**src/rtl/ipa_cfg_scheduler.sv**
```systemverilog
// ipa_cfg_scheduler
// Queues kernel-configuration requests (config IDs) from the host and launches
// them one at a time on the context-loading DMA. Only one configuration is in
// flight at any time, which serialises access to the global context memory.
//
// Ports
//   Clk, Reset     rising-edge clock, synchronous active-high reset
//   req_valid_i    request valid; accepted when req_ready_o is high
//   req_id_i       config ID of the request
//   req_ready_o    queue has room (based on registered count only)
//   fetch_en_o     single-cycle context-fetch pulse to the DMA
//   fetch_id_o     config ID qualified by fetch_en_o (0 otherwise)
//   exec_en_i      DMA load-complete pulse (observed only while loading)
//   exec_comp_i    execution-complete pulse (observed only while running)
//   done_valid_o   completion record valid, held until done_ready_i
//   done_id_o      ID of the completed request
//   done_err_o     1 when the load was aborted by the watchdog
//   done_ready_i   requester consumes the completion record
//   pending_o      number of queued, not yet launched requests
//   busy_o         scheduler active or requests pending
module ipa_cfg_scheduler #(
    parameter int FIFO_DEPTH   = 4,
    parameter int ID_WIDTH     = 5,
    parameter int LOAD_TIMEOUT = 4096,
    parameter int TO_WIDTH     = 16
) (
    input  logic                            Clk,
    input  logic                            Reset,
    input  logic                            req_valid_i,
    input  logic [ID_WIDTH-1:0]             req_id_i,
    output logic                            req_ready_o,
    output logic                            fetch_en_o,
    output logic [ID_WIDTH-1:0]             fetch_id_o,
    input  logic                            exec_en_i,
    input  logic                            exec_comp_i,
    output logic                            done_valid_o,
    output logic [ID_WIDTH-1:0]             done_id_o,
    output logic                            done_err_o,
    input  logic                            done_ready_i,
    output logic [$clog2(FIFO_DEPTH):0]     pending_o,
    output logic                            busy_o
);

    localparam int PW = $clog2(FIFO_DEPTH);
    localparam int CW = PW + 1;
    localparam logic [CW-1:0]       DEPTH_C = CW'(FIFO_DEPTH);
    localparam logic [TO_WIDTH-1:0] WD_LAST = TO_WIDTH'(LOAD_TIMEOUT - 1);

    typedef enum logic [2:0] {
        ST_IDLE,
        ST_LAUNCH,
        ST_LOAD,
        ST_RUN,
        ST_REPORT
    } state_t;

    state_t                 state_reg, state_next;
    logic [ID_WIDTH-1:0]    mem [FIFO_DEPTH];
    logic [PW-1:0]          wr_ptr_reg, rd_ptr_reg;
    logic [CW-1:0]          count_reg;
    logic [ID_WIDTH-1:0]    head_reg;
    logic [ID_WIDTH-1:0]    cur_id_reg;
    logic                   err_reg;
    logic [TO_WIDTH-1:0]    wd_cnt_reg;
    logic                   push, pop, timeout;

    assign req_ready_o = (count_reg < DEPTH_C);
    assign push        = req_valid_i & req_ready_o;
    assign pop         = (state_reg == ST_LAUNCH);
    assign timeout     = (wd_cnt_reg == WD_LAST);

    // Queue storage has no reset; only slots between the pointers are ever read.
    always_ff @(posedge Clk) begin
        if (push) begin
            mem[wr_ptr_reg] <= req_id_i;
        end
    end

    always_comb begin
        state_next = state_reg;
        case (state_reg)
            ST_IDLE:   if (count_reg != '0) state_next = ST_LAUNCH;
            ST_LAUNCH: state_next = ST_LOAD;
            // A load-complete pulse wins over a watchdog expiry in the same cycle.
            ST_LOAD: begin
                if (exec_en_i)    state_next = ST_RUN;
                else if (timeout) state_next = ST_REPORT;
            end
            ST_RUN:    if (exec_comp_i)  state_next = ST_REPORT;
            ST_REPORT: if (done_ready_i) state_next = ST_IDLE;
            default:   state_next = ST_IDLE;
        endcase
    end

    always_ff @(posedge Clk) begin
        if (Reset) begin
            state_reg  <= ST_IDLE;
            wr_ptr_reg <= '0;
            rd_ptr_reg <= '0;
            count_reg  <= '0;
            head_reg   <= '0;
            cur_id_reg <= '0;
            err_reg    <= 1'b0;
            wd_cnt_reg <= '0;
        end else begin
            state_reg <= state_next;
            // Registered read of the queue head. The head slot is written at
            // least one edge before IDLE moves to LAUNCH, and rd_ptr only moves
            // on leaving LAUNCH, so head_reg is valid throughout LAUNCH.
            head_reg  <= mem[rd_ptr_reg];

            if (push) wr_ptr_reg <= wr_ptr_reg + PW'(1);
            if (pop)  rd_ptr_reg <= rd_ptr_reg + PW'(1);
            case ({push, pop})
                2'b10:   count_reg <= count_reg + CW'(1);
                2'b01:   count_reg <= count_reg - CW'(1);
                default: count_reg <= count_reg;
            endcase

            if (state_reg == ST_LAUNCH) begin
                cur_id_reg <= head_reg;
                wd_cnt_reg <= '0;
            end else if (state_reg == ST_LOAD) begin
                wd_cnt_reg <= wd_cnt_reg + TO_WIDTH'(1);
            end

            if (state_reg == ST_LOAD && !exec_en_i && timeout) begin
                err_reg <= 1'b1;
            end else if (state_reg == ST_RUN && exec_comp_i) begin
                err_reg <= 1'b0;
            end
        end
    end

    assign fetch_en_o   = (state_reg == ST_LAUNCH);
    assign fetch_id_o   = fetch_en_o ? head_reg : '0;
    assign done_valid_o = (state_reg == ST_REPORT);
    assign done_id_o    = done_valid_o ? cur_id_reg : '0;
    assign done_err_o   = done_valid_o & err_reg;
    assign pending_o    = count_reg;
    assign busy_o       = (state_reg != ST_IDLE) | (count_reg != '0);

endmodule

```
**config.mk**
```make
export PLATFORM = sky130hd
export DESIGN_NAME = ipa_cfg_scheduler
export DESIGN_NICKNAME = d
export VERILOG_FILES = /design/src/rtl/ipa_cfg_scheduler.sv
export SDC_FILE = /design/constraint.sdc
export NUM_CORES = 1
export LEC_CHECK = 0
export ABC_AREA = 0
export CORE_UTILIZATION = 25
export DETAILED_ROUTE_END_ITERATION = 7
export PLACE_DENSITY = 0.44
export SETUP_SLACK_MARGIN = 0.02
export SLEW_MARGIN = 30
export SYNTH_ARGS = -nofsm -noshare
export SYNTH_HDL_FRONTEND = slang
export SYNTH_SLANG_ARGS = --single-unit
export TNS_END_PERCENT = 20
```
**constraint.sdc**
```tcl
create_clock -name Clk -period 3.56 [get_ports Clk]
set_input_delay 0.712 -clock Clk [delete_from_list [all_inputs] [get_ports Clk]]
set_output_delay 0.712 -clock Clk [all_outputs]
set_load 0.1 [all_outputs]
```
* Yosys cells after proc, flatten, opt, wreduce, memory -nomap -nowiden
Memory sizes are Yosys's and may differ from the RTL's. A register that Yosys moved wholly into a read port is not among the register bits. Cells that the tools add are included.
Word-level totals: register bits 32, bits in latches 0, input bits 11, logic and storage cells 52, ROM bits 0, RAM bits 20, output and inout bits 18, memories 1
Operators by class: order comparisons 1, reduce and logical (&&, ||, !) cells 11, bitwise logic cells 3, multiplexer cells 13, equality and inequality tests 11, shifts and indexed selects 0, $add $sub $neg 5, divide/modulo/power cells 0, $mul 0
Memories:
- mem | words 4, width 5, read ports 1, clocked after Yosys merged registers in 1, wr ports 1, RTL line 58 | logic [ID_WIDTH-1:0] mem [FIFO_DEPTH];
Operators by type and width (count):
- adder 16 x 1 -> 16 bit, second input constant | 1
- equality test 16 x 12 -> 1 bit, second input constant | 1
- two-way mux 3 bit | 5
- one-hot mux 3 bit (5 select lines) | 1
- two-way mux 5 bit | 2
- equality test 3 x 2 -> 1 bit, second input constant | 2
- one-hot mux 3 bit (2 select lines) | 1
- nonzero test 3 bit | 2
- adder 2 x 1 -> 2 bit, second input constant | 2
- two-way mux 1 bit | 4
- != test 2 bit, second input constant | 2
- AND reduction 4 bit | 1
- nonzero test 2 bit | 2
- adder 3 x 1 -> 3 bit, second input constant | 1
- equality test 3 x 1 -> 1 bit, second input constant | 1
- equality test 3 bit, second input constant | 1
- logical AND 1 bit | 3
- logical NOT 3 bit | 1
- < comparator 3 bit, second input constant | 1
- != test 3 bit, second input constant | 1
- subtractor 3 x 1 -> 3 bit, second input constant | 1
- bitwise AND 1 bit | 2
- equality test 2 x 1 -> 1 bit, second input constant | 1
- equality test 2 bit, second input constant | 1
- other kinds (4) | 4

* Logic depth before layout (Yosys ltp)
Gate-level depths: netlist of run 1.
depth after elaboration 4, depth in mapped cells 9, depth with buffers taken out 8

* Least setup slack after synthesis of run 1
Ideal clock, no wire load.
kind register to output, start point reg state_reg[1], end point out fetch_id_o[0], arrival 2.370 ns, cell stages (with the launch flop) 5, buffers on the path 2, setup slack 0.478 ns, required time 2.848 ns, path through dfxtp_1 clkbuf_1 nor3b_2 buf_2 and2_1
On the way: word-level cells in the longest chain between the ends 2
Ends and longest elaborated chain:
- start, declared | RTL line 57 | state_t state_reg, state_next;
- start signal, assigned | RTL line 106 | state_reg <= state_next;
- equality test 3 x 1 -> 1 bit | RTL line 135 | assign fetch_en_o = (state_reg == ST_LAUNCH);
- net fetch_en_o | RTL line 32 | output logic fetch_en_o,
- two-way mux 5 bit | RTL line 136 | assign fetch_id_o = fetch_en_o ? head_reg : '0;
- end, declared | RTL line 33 | output logic [ID_WIDTH-1:0] fetch_id_o,
The timed path passes the listed nets, and every way through them passes these cells.

* Worst setup path after layout of run 1
start point reg state_reg[0], end point out fetch_id_o[3]
On the way: word-level cells in the longest chain between the ends 2
Ends and longest elaborated chain (RTL line):
- equality test 3 x 1 -> 1 bit | 135
- two-way mux 5 bit | 136
No other way between the ends.

==> results of run 1 <==
-- area by class of cell --
type                            count  share of cell area (%)
Multi-Input combinational cell    166                    35.2
Tap cell                          133                    5.15
Clock inverter                      5                    1.70
Timing Repair Buffer               31                    10.6
Sequential cell                    57                    41.5
Clock buffer                       11                    4.37
Inverter                           13                    1.51
-- power by group --
group	internal, mW	switching (mW)	total (mW)
Sequential	0.754	0.0924	0.846
Clock	0.340	0.261	0.600
Combinational	0.258	0.515	0.773
Total	1.35	0.869	2.22
-- layout by cell type, fill, tap and decap left out, types with 3 or more instances in the layout --
| cell | n |
|---|---|
| and3_1 | 6 |
| nor3_1 | 4 |
| nand2b_1 | 3 |
| xor2_1 | 3 |
| and2_1 | 16 |
| dfxtp_1 | 37 |
| a21oi_1 | 12 |
| nor2_1 | 26 |
| buf_12 | 6 |
| nand2_1 | 14 |
| mux2i_1 | 8 |
| inv_1 | 13 |
| clkbuf_8 | 10 |
| ha_1 | 6 |
| mux4_2 | 5 |
| or3_1 | 10 |
| nor4_1 | 4 |
| edfxtp_1 | 20 |
| xnor2_1 | 9 |
| o21ai_0 | 10 |
| clkdlybuf4s50_1 | 14 |
| buf_4 | 11 |
| nand4_1 | 4 |
| nand3_1 | 5 |
-- cells by family (layout without fill, tap and decap cells) --
group                      after synthesis  count (layout)
and+or+nand+nor                        105             105
DFF                                     57              57
muxes                                   13              13
adders and majority gates                7               7
xor gates and xnor gates                12              12
buffers and inverters                   26              60
AOI/OAI and AO/OA                       29              29
-- tightest hold or removal path, cell delays in order (launching register included) --
cell and delay, ns:
dfxtp_1 0.32, mux2i_1 0.06, nor2_1 0.07
-- final timing paths --
check	startpoint	depth (start not counted)	endpoint	slack (ns)
worst max-delay path	state_reg[0]$_SDFFE_PP0P_	4	fetch_id_o[3]	0.72
worst min-delay path	cur_id_reg[0]$_SDFFE_PP0N_	2	cur_id_reg[0]$_SDFFE_PP0N_	0.48
worst max register to register	state_reg[0]$_SDFFE_PP0P_	7	pending_o[2]$_SDFFE_PP0P_	0.99
worst min register to register	cur_id_reg[0]$_SDFFE_PP0N_	2	cur_id_reg[0]$_SDFFE_PP0N_	0.48
-- per-layer routing --
metal / wire length [µm] / GRT usage, %
met1: 2450 / 12.8
met2: 2780 / 18.4
met3: 214 / 3.84
met4: 52 / 3.98
met5: 0 / 0
-- per-stage QoR --
step / util (%) / cell area [µm²] / setup slack (ns) / hold slack (ns)
2_1_floorplan: - / 2590 / 0.478 / 0.445
3_3_place_gp: 30.6 / 3040 / 0.865 / 0.470
3_5_place_dp: 30.6 / 3040 / 0.800 / 0.475
4_1_cts: 32.6 / 3230 / 0.667 / 0.491
5_1_grt: 32.6 / 3230 / 0.583 / 0.523
6_report: 32.6 / 3230 / 0.718 / 0.484
==> run summary, run 1 <==
The run finished with clean final reports. The routed via count divided by cell count is 4.44. The via count of the first global-routing pass is 1833. The initial utilization of the core area, before any placement, comes to 26.1%.

The sequential cell area fraction in the yosys report came out at 51.8%. The count of cell types in the netlist came out at 40. Dividing the detail-routed wire length by the instance count gives 13.2 µm. The die covers 0.0108 mm². The flip-flop cell with the highest count after synthesis is dfxtp_1. The buffer levels on the longest clock path is 2. The post-layout total power came out at 2.22 mW. In this run the post-CTS setup repair buffer count came out at 0. On the worst path, the slowest cell contributes a delay of just over 0.6 ns. The final weighted congestion in routability-driven placement is between 0.6 and 0.7.

The arithmetic-cell share of the synthesized area counting full adders, half adders and majority gates is under 10%. The number of pins exceeding their max-slew limit in the final report is 0. For the pin with the worst max-slew slack, the measured transition is 0.969 ns.

The x dimension of the die is 104 µm. The tightest min-delay check is of the register to register type. The first-pass GRT wire length is 9150 µm. The data arrival time of the critical path is 2.13 ns. The share of Yosys cell area claimed by the top area cell type came out at 28.6%. The most common cell in the netlist is dfxtp_1. The post-placement cell count is 400. The count of routing violations after the opening detailed-route iteration came out at 43. The total standard cell area after synthesis came out at 0.00259 mm². The critical path contains buffers and inverters numbering 2 combined.

Detailed placement ended at an HPWL of 3920 µm. The critical path in this run is classified as register to primary output. The final critical path takes up 79.8% of the cycle.

The clock sink count is 57. The final count of negative-setup-slack endpoints is 0. The maximum clock frequency came out at 352 MHz. The flip-flop count of the largest register after layout came out at 20. The die extent in y came out at 104 µm. The post-synth net total is roughly 270. In the post-synthesis netlist, the biggest area contributors are dfxtp_1, edfxtp_1, mux4_2, and2_1, nor2_1. The number of endpoints with negative hold slack in the final report came to 0.

The sequential standard cell area is roughly 0.0013 mm². The time the final worst path needs with I/O delays and setup is ~2.8 ns. The number of levels in the clock H-tree came out at 3. The count of fill cells added during filler insertion came out at 1053. Global routing finished with a remaining overflow of 0. The dominant combinational cell family by area after synthesis is simple AND/OR/NAND/NOR gates. The biggest area contributor in the post-synthesis netlist is dfxtp_1. The detail route stage leaves a number of antenna-violating nets equal to 0. In the global route stage, overall resource usage came out at a little over a tenth. The top fanout value on the critical path came out at 14. Entering global routing, the biggest net connects 21 pins. The post-route non-filler standard cell count came out at 416. The area growth from synthesis to layout is 24.7%. In the synthesized netlist the async set-or-reset flop fraction comes to 0%. The power density over the cells is 687 mW/mm².

The headroom to the max-slew limit is 35.2%. The largest vdd supply drop came out at 0.247 mV. The fraction of the mapped netlist area in compound gates is under 10%.

The number of gates resized after cts is 0. The number of hold buffers added after CTS is 0. The number of buffers created by CTS is 9.

In the final design database the tool counted 296 nets. The static leakage came out at 1.12 nW. After floorplanning, the core was divided into 36 placement rows. The initial antenna violation count is 0. In this run the clock root is driven by a clkbuf_8. The count of buffers from port buffering came out at 28. For this run, design rule violations remaining after detail routing come to 0. In this run the standard cell core region covers ~0.0099 mm².

The synthesized netlist devotes 4.06% of its cell area to XOR and XNOR gates. TritonCTS built the clock tree. The total number of vias came out at roughly 1800.

The area of combinational cells with multiple inputs is 0.00114 mm². After clock tree synthesis, the clock-pin slew on the worst setup and hold paths is 0.07 ns. 0 antenna diodes ended up in the layout.

Setup repair after global routing left no endpoint under its margin. The number of detailed-routing iterations run before antenna repair is 4. The worst setup path is captured at a primary output. The post-synthesis instance total came out at 249. Between clock sinks in the finished design, the worst skew comes to about 0.0064 ns. The signal on the critical path passes through nor3b_2 > buf_4 > and2_1 > buf_12. The kind of cell with the highest combined delay on the critical path is simple AND/OR/NAND/NOR gates. The synthesized design contains 20 enable-type register cells. Max-cap violations in this run came to 0. The insertion delay of the later-clocked pin in the worst-skew pair came out at 0.34 ns. For this run, the number of Yosys warnings is 0.

STA classifies the critical path startpoint as a register. For this block, the routed nets add up to 5500 µm of wire. The required time reported for the critical path endpoint came out at 2.85 ns.

The count of boundary I/O pins came out at 29. In the synthesized netlist, mux cells make up 7.44% of the area. The setup TNS after final layout came out at 0 ns. The synthesized design contains 57 register bits. The fraction of final layout cells with drive strength greater than 1 is 15.2%. The synthesized area divided by synthesized cell count is 10.4 µm². The fraction of the mapped netlist area in simple logic gates is between 20% and 30%. The commonest cells after synthesis are dfxtp_1, nor2_1, edfxtp_1. The worst-path cell with the longest stage delay is nor3b_2.
Note: power is estimated with default switching activity, not from simulation.
==> inputs of run 2 (changes only) <==
==> constraint.sdc (replaced) <==
create_clock -name Clk -period 2.92 [get_ports Clk]
set_input_delay 0.584 -clock Clk [delete_from_list [all_inputs] [get_ports Clk]]
set_output_delay 0.584 -clock Clk [all_outputs]
set_load 0.1 [all_outputs]
==> run 2 against run 1 <==
Against the previous run: wire length decreased by 6.2%; count of clock-buffer cells in the layout decreased by 2; clock power increased by 8.3%; critical path type unchanged; largest cell class unchanged; highest routed layer unchanged.
==> run summary, run 2 (synthesis results as in run 1) <==
The flow ran to the end, and the final reports show no timing, DRC or antenna violations. The fraction of final layout cells with drive strength greater than 1 is 17.3% (+2.1 points). The count of routing violations after the opening detailed-route iteration came out at 39 (-9.3%). The final design utilization was 33.2% (+0.62 points). The number of detailed-routing iterations run before antenna repair came out at 4 (unchanged). The post-CTS setup buffer count is 0 (unchanged). The count of fill cells added during filler insertion is 1036 (-1.6%). The post-layout worst setup margin is 0.376 ns (-0.343 ns).

The post-layout total power is 2.61 mW (+18%). The clock sink count is 57 (unchanged). The worst setup path is of the register to primary output kind. The setup TNS after final layout came out at 0 ns (unchanged). The number of endpoints with negative hold slack in the final report is 0 (unchanged).

The class of the tightest hold or removal check is register to register. The flip-flop count of the largest register after layout came out at 20 (unchanged). The headroom to the max-slew limit was 52.0% (+17 points). The met1 usage came out at 12.5% (-0.23 points). The number of core rows is 36 (unchanged). The number of inserted diodes is 0 (unchanged). The transition time at the pin with the least slew margin is 0.718 ns (-0.252 ns). The top fanout value on the critical path is 12 (-2).

The core region area is 0.00991 mm² (unchanged). The required time reported for the critical path endpoint came out at 2.34 ns (-0.51 ns). The maximum clock frequency came out at 393 MHz. The effective utilization at floorplan came out at 26.1% (unchanged). The routed length per instance is 12.4 µm (-6.2%). The final standard cell area without fillers came out at 0.00329 mm² (+1.9%). The number of gates resized after cts came to 0 (unchanged). The sequential standard cell area is 0.00134 mm² (unchanged).

The fraction of met2 tracks used by global routing is 16.9% (-1.5 points). STA classifies the critical path startpoint as a register. The post-placement cell count came out at 400 (unchanged).

The number of nets in the layout is 296 (unchanged). Setup repair after global routing left no endpoint under its margin. The total cell area at the placement stage is 0.00311 mm² (+2.6%). The overall fraction of global-route tracks in use is 10.4% (-0.56 points). The static leakage came to 1.13 nW (+1.4%). TritonCTS built the clock tree. The clock tree skew after final layout is 0.00729 ns (+0.000887 ns).

The total congestion overflow is 0 (unchanged). The final antenna-violating net count came out at 0 (unchanged). The final critical-path share of the clock period is just under 90%. The worst setup path is captured at a primary output.

The maximum number of pins on one net before global-route repair came out at 19 (-9.5%). The highest-utilization routing layer at the global route stage is met2. The count of boundary I/O pins came out at 29 (unchanged). The die area is 0.0108 mm² (unchanged). The final weighted congestion in routability-driven placement is 0.732 (+10%). The estimated wirelength of the detail-placed design is 3770 µm (-3.8%). The via count of the first global-routing pass is 1813 (-1.1%). Leaving out fill and tap cells, the most frequent cells in the layout are dfxtp_1, nor2_1, edfxtp_1. The routed via count divided by cell count was 4.38 (-1.2%). The count of unresolved DRC violations after routing came out at 0 (unchanged).

The clock transition time at the flip-flop clock pins of the worst setup and hold paths is 0.07 ns (about the same). The root buffer cell is clkbuf_8. The power density over the cells came out at 794 mW/mm² (+16%). The number of buffers created by CTS came out at 9 (unchanged).

The area growth from synthesis to layout is 27.1%. The x dimension of the die came out at 104 µm (unchanged). The total number of vias is 1823 (-1.2%). The post-route worst hold slack is 0.473 ns (-0.0112 ns). The final routed wirelength across all metal layers came out at 5160 µm (-6.2%). The first-pass GRT wire length is 8710 µm (-4.8%). The count of buffers from port buffering is 28 (unchanged). The worst setup slack before clock tree synthesis came out at 0.472 ns (-0.328 ns). The library cell used most frequently in the layout, excluding fill and tap cells, is dfxtp_1. The area of combinational cells with multiple inputs was 0.00114 mm² (+0.11%).

The final count of negative-setup-slack endpoints came to 0 (unchanged). The post-route non-filler standard cell count is 416 (unchanged). The number of pins exceeding their max-slew limit in the final report came out at 0 (unchanged). The data arrival time of the critical path came out at 1.96 ns (-0.17 ns). The met3 demand-to-capacity share in global routing came out at 4.53% (+0.69 points).

The die extent in y came out at 104 µm (unchanged). The number of max-cap violations is 0 (unchanged). The largest vdd supply drop is 0.279 mV (+13%).

The buffer levels on the longest clock path came out at 2 (unchanged). The initial antenna violation count was 0 (unchanged). The number of hold buffers added after CTS came out at 0 (unchanged). The insertion delay of the later-clocked pin in the worst-skew pair is 0.34 ns (about the same). The number of levels in the clock H-tree is 3 (unchanged). The routed design could run at a clock period as short as 2.54 ns.
==> run 2: changes by cell type in the layout (fill, tap and decap cells not counted), moves of 2 or more <==
cell             delta
buf_4               -3
clkinv_4            +2
clkdlybuf4s50_1     -4
inv_6               +2
buf_12              +7
==> run 2: power by group <==
part	switching [mW]	total [mW]	internal [mW]
Combinational	0.627	0.937	0.311
Clock	0.336	0.650	0.314
Sequential	0.107	1.03	0.919
Total	1.07	2.61	1.54
==> run 2: cell type report <==
class	instances	share of cell area, %
Clock buffer	9	3.76
Inverter	13	1.48
Sequential cell	57	40.7
Clock inverter	7	1.67
Tap cell	133	5.05
Multi-Input combinational cell	166	34.5
Timing Repair Buffer	31	12.8
==> run 2: per-layer routing <==
layer / up-vias / wire length [µm] / part of all wire [%]
li1: 932 / - / -
met1: 863 / 2370 / 46
met2: 21 / 2550 / 49
met3: 7 / 189 / 3.7
met4: 0 / 50 / 0.97
met5: - / 0 / 0
==> run 2: worst max-delay path, cell delays in order (launching register included) <==
cell and delay [ns]:
dfxtp_1 0.47, nor2_1 0.63, and3_1 0.33, buf_12 0.19
==> run 2: final timing paths <==
check	depth (start not counted)	startpoint	slack [ns]	endpoint
hold / removal	2	err_reg$_SDFFE_PP0P_	0.47	err_reg$_SDFFE_PP0P_
setup reg to reg	7	state_reg[0]$_SDFFE_PP0P_	0.76	pending_o[2]$_SDFFE_PP0P_
hold reg to reg	2	err_reg$_SDFFE_PP0P_	0.47	err_reg$_SDFFE_PP0P_
setup / recovery	3	state_reg[1]$_SDFFE_PP0P_	0.38	done_err_o
